--- src/rtl/instr_sequencer_pkg.sv ---
// Shared definitions for the instruction sequencer: phase encodings,
// condition-code values and instruction field positions.
package instr_sequencer_pkg;

  typedef enum logic [1:0] {
    FETCH  = 2'b00,
    DECODE = 2'b01,
    EXEC   = 2'b10,
    WB     = 2'b11
  } state_t;

  localparam logic [3:0] COND_EQ = 4'h0;
  localparam logic [3:0] COND_NE = 4'h1;
  localparam logic [3:0] COND_CS = 4'h2;
  localparam logic [3:0] COND_CC = 4'h3;
  localparam logic [3:0] COND_MI = 4'h4;
  localparam logic [3:0] COND_PL = 4'h5;
  localparam logic [3:0] COND_VS = 4'h6;
  localparam logic [3:0] COND_VC = 4'h7;
  localparam logic [3:0] COND_HI = 4'h8;
  localparam logic [3:0] COND_LS = 4'h9;
  localparam logic [3:0] COND_GE = 4'hA;
  localparam logic [3:0] COND_LT = 4'hB;
  localparam logic [3:0] COND_GT = 4'hC;
  localparam logic [3:0] COND_LE = 4'hD;
  localparam logic [3:0] COND_AL = 4'hE;
  localparam logic [3:0] COND_NV = 4'hF;

  localparam int COND_MSB    = 31;
  localparam int COND_LSB    = 28;
  localparam int CLASS_MSB   = 27;
  localparam int CLASS_LSB   = 25;
  localparam int T_BIT       = 25;
  localparam int OP_MSB      = 24;
  localparam int OP_LSB      = 21;
  localparam int L_BIT       = 20;
  localparam int RN_MSB      = 19;
  localparam int RN_LSB      = 16;
  localparam int RD_MSB      = 15;
  localparam int RD_LSB      = 12;
  localparam int RM_MSB      = 3;
  localparam int RM_LSB      = 0;
  localparam int OPERAND_MSB = 11;
  localparam int OFFSET_MSB  = 23;

  localparam logic [2:0] BRANCH_CLASS = 3'b101;

endpackage

--- src/rtl/instr_sequencer_cond_check.sv ---
// Condition-code evaluation: decides whether an instruction with the given
// cond field executes under the current N,Z,C,V flags.
module cond_check
  import instr_sequencer_pkg::*;
(
  input  logic [3:0] cond,
  input  logic [3:0] nzcv,
  output logic       exec_en
);

  logic n, z, c, v;
  assign {n, z, c, v} = nzcv;

  always_comb begin
    exec_en = 1'b0;
    case (cond)
      COND_EQ: exec_en = z;
      COND_NE: exec_en = !z;
      COND_CS: exec_en = c;
      COND_CC: exec_en = !c;
      COND_MI: exec_en = n;
      COND_PL: exec_en = !n;
      COND_VS: exec_en = v;
      COND_VC: exec_en = !v;
      COND_HI: exec_en = c && !z;
      COND_LS: exec_en = !c || z;
      COND_GE: exec_en = (n == v);
      COND_LT: exec_en = (n != v);
      COND_GT: exec_en = !z && (n == v);
      COND_LE: exec_en = z || (n != v);
      COND_AL: exec_en = 1'b1;
      COND_NV: exec_en = 1'b0;
      default: exec_en = 1'b0;
    endcase
  end

endmodule

--- src/rtl/instr_sequencer.sv ---
// Four-phase instruction sequencer: fetches a word, decodes its fields,
// evaluates its condition and advances or branches the pc on writeback.
module instr_sequencer
  import instr_sequencer_pkg::*;
(
  input  logic        clk,
  input  logic        reset,
  output logic [31:0] imem_addr,
  output logic        imem_rd,
  input  logic [31:0] imem_data,
  input  logic        imem_valid,
  input  logic [3:0]  nzcv,
  input  logic        bf,
  input  logic [31:0] branchimm,
  output logic [1:0]  state,
  output logic [31:0] pc,
  output logic [31:0] instr,
  output logic [3:0]  cond,
  output logic [3:0]  op,
  output logic [3:0]  rn,
  output logic [3:0]  rd,
  output logic [3:0]  rm,
  output logic        b,
  output logic        l,
  output logic        t,
  output logic [23:0] offset,
  output logic [11:0] operand,
  output logic        exec_en
);

  state_t      st, st_next;
  logic [31:0] pc_next, instr_next;

  always_ff @(posedge clk) begin
    if (reset) begin
      st    <= FETCH;
      pc    <= '0;
      instr <= '0;
    end else begin
      st    <= st_next;
      pc    <= pc_next;
      instr <= instr_next;
    end
  end

  always_comb begin
    st_next    = st;
    pc_next    = pc;
    instr_next = instr;
    unique case (st)
      FETCH: begin
        if (imem_valid) begin
          instr_next = imem_data;
          st_next    = DECODE;
        end
      end
      DECODE: st_next = EXEC;
      EXEC:   st_next = WB;
      WB: begin
        st_next = FETCH;
        // Branch target is relative to pc + 8 (two words of pipeline lookahead).
        pc_next = (bf && exec_en) ? (pc + 32'd8 + branchimm) : (pc + 32'd4);
      end
    endcase
  end

  // Reset gates the request so a reset cycle spent in FETCH never fetches.
  assign imem_rd   = (st == FETCH) && !reset;
  assign imem_addr = pc;
  assign state     = st;

  assign cond    = instr[COND_MSB:COND_LSB];
  assign op      = instr[OP_MSB:OP_LSB];
  assign rn      = instr[RN_MSB:RN_LSB];
  assign rd      = instr[RD_MSB:RD_LSB];
  assign rm      = instr[RM_MSB:RM_LSB];
  assign operand = instr[OPERAND_MSB:0];
  assign offset  = instr[OFFSET_MSB:0];
  assign t       = instr[T_BIT];
  assign l       = instr[L_BIT];
  assign b       = (instr[CLASS_MSB:CLASS_LSB] == BRANCH_CLASS);

  cond_check u_cond_check (
    .cond    (cond),
    .nzcv    (nzcv),
    .exec_en (exec_en)
  );

endmodule

--- config.mk ---
export PLATFORM = sky130hd
export DESIGN_NAME = instr_sequencer
export DESIGN_NICKNAME = d
export VERILOG_FILES = /design/src/rtl/instr_sequencer_pkg.sv /design/src/rtl/instr_sequencer_cond_check.sv /design/src/rtl/instr_sequencer.sv
export SDC_FILE = /design/constraint.sdc
export NUM_CORES = 1
export LEC_CHECK = 0
export CAP_MARGIN = 20
export CORE_MARGIN = 3
export CORE_UTILIZATION = 45
export DETAILED_ROUTE_END_ITERATION = 8
export MAX_ROUTING_LAYER = met4
export PLACE_DENSITY_LB_ADDON = 0.25
export SYNTH_ARGS = -nofsm -noshare
export SYNTH_HDL_FRONTEND = slang
export SYNTH_SLANG_ARGS = --single-unit
--- constraint.sdc ---
create_clock -name clk -period 3.71 [get_ports clk]
set_input_delay 0.9275 -clock clk [delete_from_list [all_inputs] [get_ports clk]]
set_output_delay 0.9275 -clock clk [all_outputs]
set_load 0.03 [all_outputs]
==> results of run 1 <==
==> layout by cell type (no fill, tap or decap), drive strengths merged, types with 8 or more instances in the layout <==
cell	Yosys	final
nor2b	9	9
buf	104	75
inv	16	16
and3	9	9
nand2	123	123
ha	66	66
clkbuf	21	12
nor2	40	40
nor3	12	12
o21ai	42	42
clkdlybuf4s50	0	228
xnor2	14	14
a211oi	8	8
a21o	20	20
a21oi	96	96
xor2	12	12
nand3	24	24
dfxtp	66	66
==> synth_stat cells (11+ instances only) <==
cell type  instances  area [sq um]
a21o_1            20           150
nor3_1            12          60.1
xor2_1            11          96.3
clkbuf_1          21          78.8
dfxtp_1           66          1320
nand3_1           23           115
inv_1             16          60.1
ha_1              66           826
xnor2_1           14           123
buf_4             95           713
a21oi_1           92           460
nand2_1          121           454
o21ai_0           32           160
nor2_1            40           150
==> routing by layer <==
layer | global-route usage (%) | vias to the layer above | part of all wire [%]
met5 | - | - | 0
met4 | 6.72 | 0 | 1.4
met3 | 3.12 | 20 | 6.5
met2 | 41.4 | 238 | 51
met1 | 29.1 | 2847 | 41
li1 | - | 3042 | -
==> worst max-delay path by stage <==
| stage | startpoint | to | slack (ns) | cells past startpoint |
|---|---|---|---|---|
| final | branchimm[13] | imem_addr[22] | 0.18 | 12 |
| after CTS | branchimm[1] | imem_addr[23] | 0.001 | 15 |
| after detailed placement | branchimm[1] | imem_addr[31] | -0.47 | 14 |
| after floorplan | branchimm[13] | imem_addr[26] | 0.29 | 11 |
| after global placement | branchimm[1] | imem_addr[31] | -0.39 | 14 |
| after global routing | branchimm[3] | imem_addr[24] | -0.04 | 15 |
==> flip-flops by register name, summed over array words and instances (netlist names) <==
name,flops
state,2
imem_addr,32
instr,32
==> cells by family (layout without fill, tap and decap cells) <==
family | Yosys count | in the layout | share of synthesized area [%]
AO/OA/AOI/OAI | 213 | 213 | 23.1
XOR/XNOR | 26 | 26 | 3.93
adder cells (fa/ha/maj) | 67 | 67 | 14.1
buffers and inverters | 141 | 336 | 15.3
flip-flops | 66 | 66 | 22.1
multiplexers | 6 | 6 | 1.03
AND/OR/NAND/NOR | 256 | 256 | 20.4
==> through the flow <==
step           setup TNS [ns]  worst slack, ns
3_3_place_gp            -3.00           -0.387
6_report                    0            0.178
2_1_floorplan               0            0.289
5_1_grt               -0.0767          -0.0386
4_1_cts                     0          0.00104
3_5_place_dp            -3.84           -0.474
==> area by class of cell <==
class                      instances  area share, %
clock inverter                     5           1.19
inverter                          16          0.697
multi-input combinational        568           44.4
tap                              172           2.50
clock buffer                      11           2.70
timing repair buffer             304           33.2
sequential                        66           15.3
==> where the power goes <==
part	total, uW	switching (uW)	internal [uW]	leakage [uW]
Combinational	1820	1050	765	0.00286
Sequential	914	116	798	0.000537
Clock	975	319	656	0.000160
Total	3710	1490	2220	0.00356
==> worst min-delay path: cells and delay by family (launching register included) <==
kind,cells,cell delay (ns)
compound gates,1,0.05
flops,1,0.32
simple gates,1,0.05
==> timing repair <==
item	4_1_cts	5_1_grt
endpoints found under the setup margin	3	14
buffers inserted	0	3
pin swaps	0	10
gates resized for setup	4	22
==> results.md, run 1 <==
* First-pass GRT wire length at around 28 mm
* Area of the multi-input gates at approximately 3800 sq um
* Status: completed
* Antenna diodes at 0
* Leak at roughly 0.0036 uW
* Layout Utilization at roughly 67%
* Mean Syn Cell Area at roughly 7.7 sq um
* Final HPWL DP at about 14 mm
* FF-to-FF path depth at 11
* Layout cells sized above 1 at 14.0%
* Register Area at ~1300 sq um
* Pwr Total at about 3700 uW
* Setup violators final at 0
* Post-DR wirelength/cell at roughly 16 um
* Gate Count Post-Synth at 775
* Cell variety after synth at approximately 70
* Sequential-to-total area share from yosys stat at around 22%
* Final Critical Period at ~3.5 ns
* Fmax at about 0.28 GHz
* Hold Slack at 0.470 ns
* Slew Viols, Final at 0
* Peak VDD IR at between 0.2 and 0.25 mV
* MaxCap Viol Count at 0
* YS warnings at 0
* Required @ worst endpoint at a little under 4 ns
* Crit path max fanout at 3
* Clock sink total at 66
* HP Start: instr[27]
* Arrival time worst endpoint at ~3.8 ns
* Crit Path Class: in2reg
* Overall Global Routing Usage at between 20% and 30%
* Fin. Hold Viols at 0
* Total die area at around 15000 sq um
* H-tree levels at 3
* Root Driver: clkbuf_16
* Hold-fix buffers, CTS at 0
* CTS clk-pin slew, worst paths at roughly 0.060 ns
* Fin crit share at 95.2%
* Post-route clock skew at roughly 0.0066 ns
* Hold Path Class: reg2reg
* Reg2reg setup slack at slightly below 0.7 ns
* Antenna Nets Post-Route at 0
* Slowest-stage cell, CP: or4b_4
* Fillers at about 1100
* Total core area at between 10000 and 15000 sq um
* Final WL at between 15 and 20 mm
* Cell family with the largest share of critical-path delay: compound AO/OA/AOI/OAI gates
* Area grow syn2layout at 44.1%
* Iter 0 DRT Violations at around 470
* R2R Path Start: imem_addr[13]
* Critical Path Source Type: input pin
* Top_reg_cell synth: dfxtp_1
* Number of synthesized flops with an enable pin at 0
* Clock latency on the worst-skew pair at between 0.3 and 0.4 ns
* Fin area at around 8600 sq um
* Die Wd at 121 um
* Netlist Area Pre-Place at ~6000 sq um
* WP buf/inv at 2
* Fin cells at 1142
* Clock Path Buffers at 2
* Die height at around 120 um
* Post-synth ARST share at 0%
* FF-to-FF End: imem_addr[22]
* Cts bufs inserted at 9
* Initial Util at between 40% and 50%
* WHS Path Cells at 2
* Port buffer count at 230
* Vias in the first global route at between 5000 and 6000
* CTS tree: done
* Vias per inst at ~5.4
* Largest net degree at the start of global routing at between 60 and 70
* P per Cell Area at 430 nW/um^2
* DP Cell Count at roughly 1100
* Ports at approximately 230
* Antenna violations before repair at 0
* Grt total ovfl at 0
* Area after DPL at just over 8000 sq um
* Slowest Stage Delay on Critical Path at around 0.49 ns
* Slew HR at between 20% and 30%
* # DRC at 0
* Worst slew pin tran at about 1.1 ns
* Min-Delay Endpoint: instr[27]
* # nets final at around 1100
* First-pass iteration count of the detailed router at 5
* Flops & latches, synth at 66
* DR vias at just over 6000
* CP Capture Type: register
* Site Rows at 41
* Routability cong. at between 0.9 and 1
* Synth Net Count at a little over 900
* CP Cell Sequence: clkdlybuf4s50_1 > ha_1 > ha_1 > a21o_1 > a21oi_2 > o21ai_1 > a21oi_2 > or4b_4 > o22ai_4 > buf_4 > xor2_1 > a2111oi_2
Power figures use the tool's default switching activity.
==> inputs of run 2 (changes only) <==
--- a/config.mk
+++ b/config.mk
@@ -6,11 +6,11 @@
 export NUM_CORES = 1
 export LEC_CHECK = 0
 export CAP_MARGIN = 20
-export CORE_MARGIN = 3
+export CORE_MARGIN = 5
 export CORE_UTILIZATION = 45
 export DETAILED_ROUTE_END_ITERATION = 8
 export MAX_ROUTING_LAYER = met4
-export PLACE_DENSITY_LB_ADDON = 0.25
+export PLACE_DENSITY = 0.94
 export SYNTH_ARGS = -nofsm -noshare
 export SYNTH_HDL_FRONTEND = slang
 export SYNTH_SLANG_ARGS = --single-unit
==> results.md, run 2 (synthesis gave the netlist of run 1 again) <==
* Total core area at between 10000 and 15000 sq um
* Vias in the first global route at 6258
* Slew Viols, Final at 0
* H-tree levels at 3
* Slowest-stage cell, CP: or4b_4
* Die Wd at approximately 130 um
* Vias per inst at 5.54
* Leak at 0.00353 uW
* Required @ worst endpoint at between 3 and 4 ns
* Clock sink total at 66
* R2R Path Start: imem_addr[15]
* FF-to-FF path depth at 10
* Port buffer count at 230
* FF-to-FF End: imem_addr[26]
* # DRC at 0
* Fillers at 1035
* Crit Path Class: in2reg
* Routability cong. at 0.933
* Clock Path Buffers at 2
* Die height at around 130 um
* CTS clk-pin slew, worst paths at ~0.06 ns
* Slew HR at between 20% and 30%
* DP Cell Count at roughly 1100
* M3 GR Usage at ~4.3%
* Arrival time worst endpoint at 3.90 ns
* Area grow syn2layout at 43.6%
* P per Cell Area at 419 nW/um^2
* Largest net degree at the start of global routing at 64
* Setup violators final at 0
* Total die area at between 15000 and 20000 sq um
* RSZ-0062 raised after global routing: true
* Met1 GRT Util at around 28%
* Met2 usage at 42.3%
* Initial Util at between 40% and 50%
* Fin cells at ~1100
* Crit path max fanout at 3
* First-pass GRT wire length at 31.0 mm
* Commonest non-fill, non-tap cell in the layout: clkdlybuf4s50_1
* Antenna Nets Post-Route at 0
* Commonest cells after routing, fill and taps aside: clkdlybuf4s50_1 (227), nand2_1 (121), a21oi_1 (87), buf_4 (73), dfxtp_1 (66)
* Post-route clock skew at roughly 0.0073 ns
* Final Critical Period at 3.69 ns
* Antenna violations before repair at 0
* Final HPWL DP at ~15 mm
* Site Rows at between 40 and 50
* Worst slew pin tran at 1.12 ns
* Final WL at about 19 mm
* Iter 0 DRT Violations at approximately 600
* Fin. Hold Viols at 0
* Root Driver: clkbuf_16
* CTS tree: done
* Setup crit end: imem_addr[26]
* Status: completed
* Fin crit share at about 99%
* CP Cell Sequence: clkdlybuf4s50_1 > ha_1 > ha_4 > a21o_1 > a21oi_2 > o21ai_0 > a21oi_1 > or4b_4 > o22ai_4 > o21ai_1 > xnor2_1 > a2111oi_2
* Area after DPL at just over 8000 sq um
* # nets final at 1104
* First-pass iteration count of the detailed router at 9
* Peak VDD IR at 0.180 mV
* Layout cells sized above 1 at 13.6%
* Post-DR wirelength/cell at ~17 um
* Antenna diodes at 0
* MaxCap Viol Count at 0
* Fmax at around 0.27 GHz
* Fin area at about 8600 sq um
* Hold Path Class: reg2reg
* Slowest Stage Delay on Critical Path at ~0.50 ns
* Gr busiest metal: met2
* CP startpoint: branchimm[13]
* DR vias at 6345
* Overall Global Routing Usage at roughly a quarter
* CP Capture Type: register
* Grt total ovfl at 0
* Critical Path Source Type: input pin
* Ports at 231
* Reg2reg setup slack at approximately 0.57 ns
* Clock latency on the worst-skew pair at around 0.33 ns
* Cts bufs inserted at 9
run 2: changes by cell type in the layout (fill, tap and decap cells not counted), moves of 2 or more:
cell and change:
a21oi_1 +2, a21oi_2 -2, bufinv_16 -2, ha_1 -2, ha_4 +2, o21ai_0 +2, o21ai_2 -2
run 2: worst min path at each step:
stage                            to      start  depth (start not counted)
after detailed placement  instr[24]  instr[24]                          2
after CTS                 instr[27]  instr[27]                          2
after global routing      instr[24]  instr[24]                          2
after floorplan           instr[26]  instr[26]                          2
after global placement    instr[27]  instr[27]                          2
final                     instr[24]  instr[24]                          2
run 2: per-layer routing:
metal  up-vias  part of all wire, %
met2       311                   50
li1       3034                    -
met5         -                    0
met1      2935                   40
met3        65                  6.7
met4         0                  3.6
run 2: where the power goes:
part	leakage, uW	total, uW	internal (uW)	switching [uW]
registers	0.000537	923	798	125
clock network	0.000142	840	533	307
logic	0.00285	1840	766	1070
run 2: timing repair:
action	CTS	global route
gates resized for setup	7	15
endpoints found under the setup margin	6	12
setup buffers	1	7
pin swaps	3	13
hold buffers	0	0
run 2: metrics by stage:
stage | hold WS, ns | setup WS [ns] | util (%) | TNS, ns | power [uW]
detailed placement | 0.465 | -0.533 | 62.0 | -3.76 | 2760
finish | 0.475 | 0.0200 | 65.3 | 0 | 3600
floorplan | 0.591 | 0.289 | - | 0 | 2160
global route | 0.498 | -0.0561 | 65.3 | -0.160 | 3790
CTS | 0.474 | 0.00356 | 64.4 | 0 | 3600
global placement | 0.457 | -0.427 | 62.0 | -2.38 | 2720
run 2: worst max-delay path, delay by kind of cell:
family,cells,cell delay (ns)
AO/OA/AOI/OAI,7,1.35
buffers and inverters,1,0.40
adder cells (fa/ha/maj),2,0.55
AND/OR/NAND/NOR,1,0.50
XOR/XNOR,1,0.16
run 2: cell type report:
type | instances | area (sq um) | share of cell area, %
clock inverter | 3 | 40.0 | 0.466
clock buffer | 12 | 246 | 2.87
timing repair buffer | 304 | 2860 | 33.4
inverter | 16 | 60.1 | 0.700
sequential | 66 | 1320 | 15.4
tap | 176 | 220 | 2.57
multi-input combinational | 568 | 3830 | 44.7
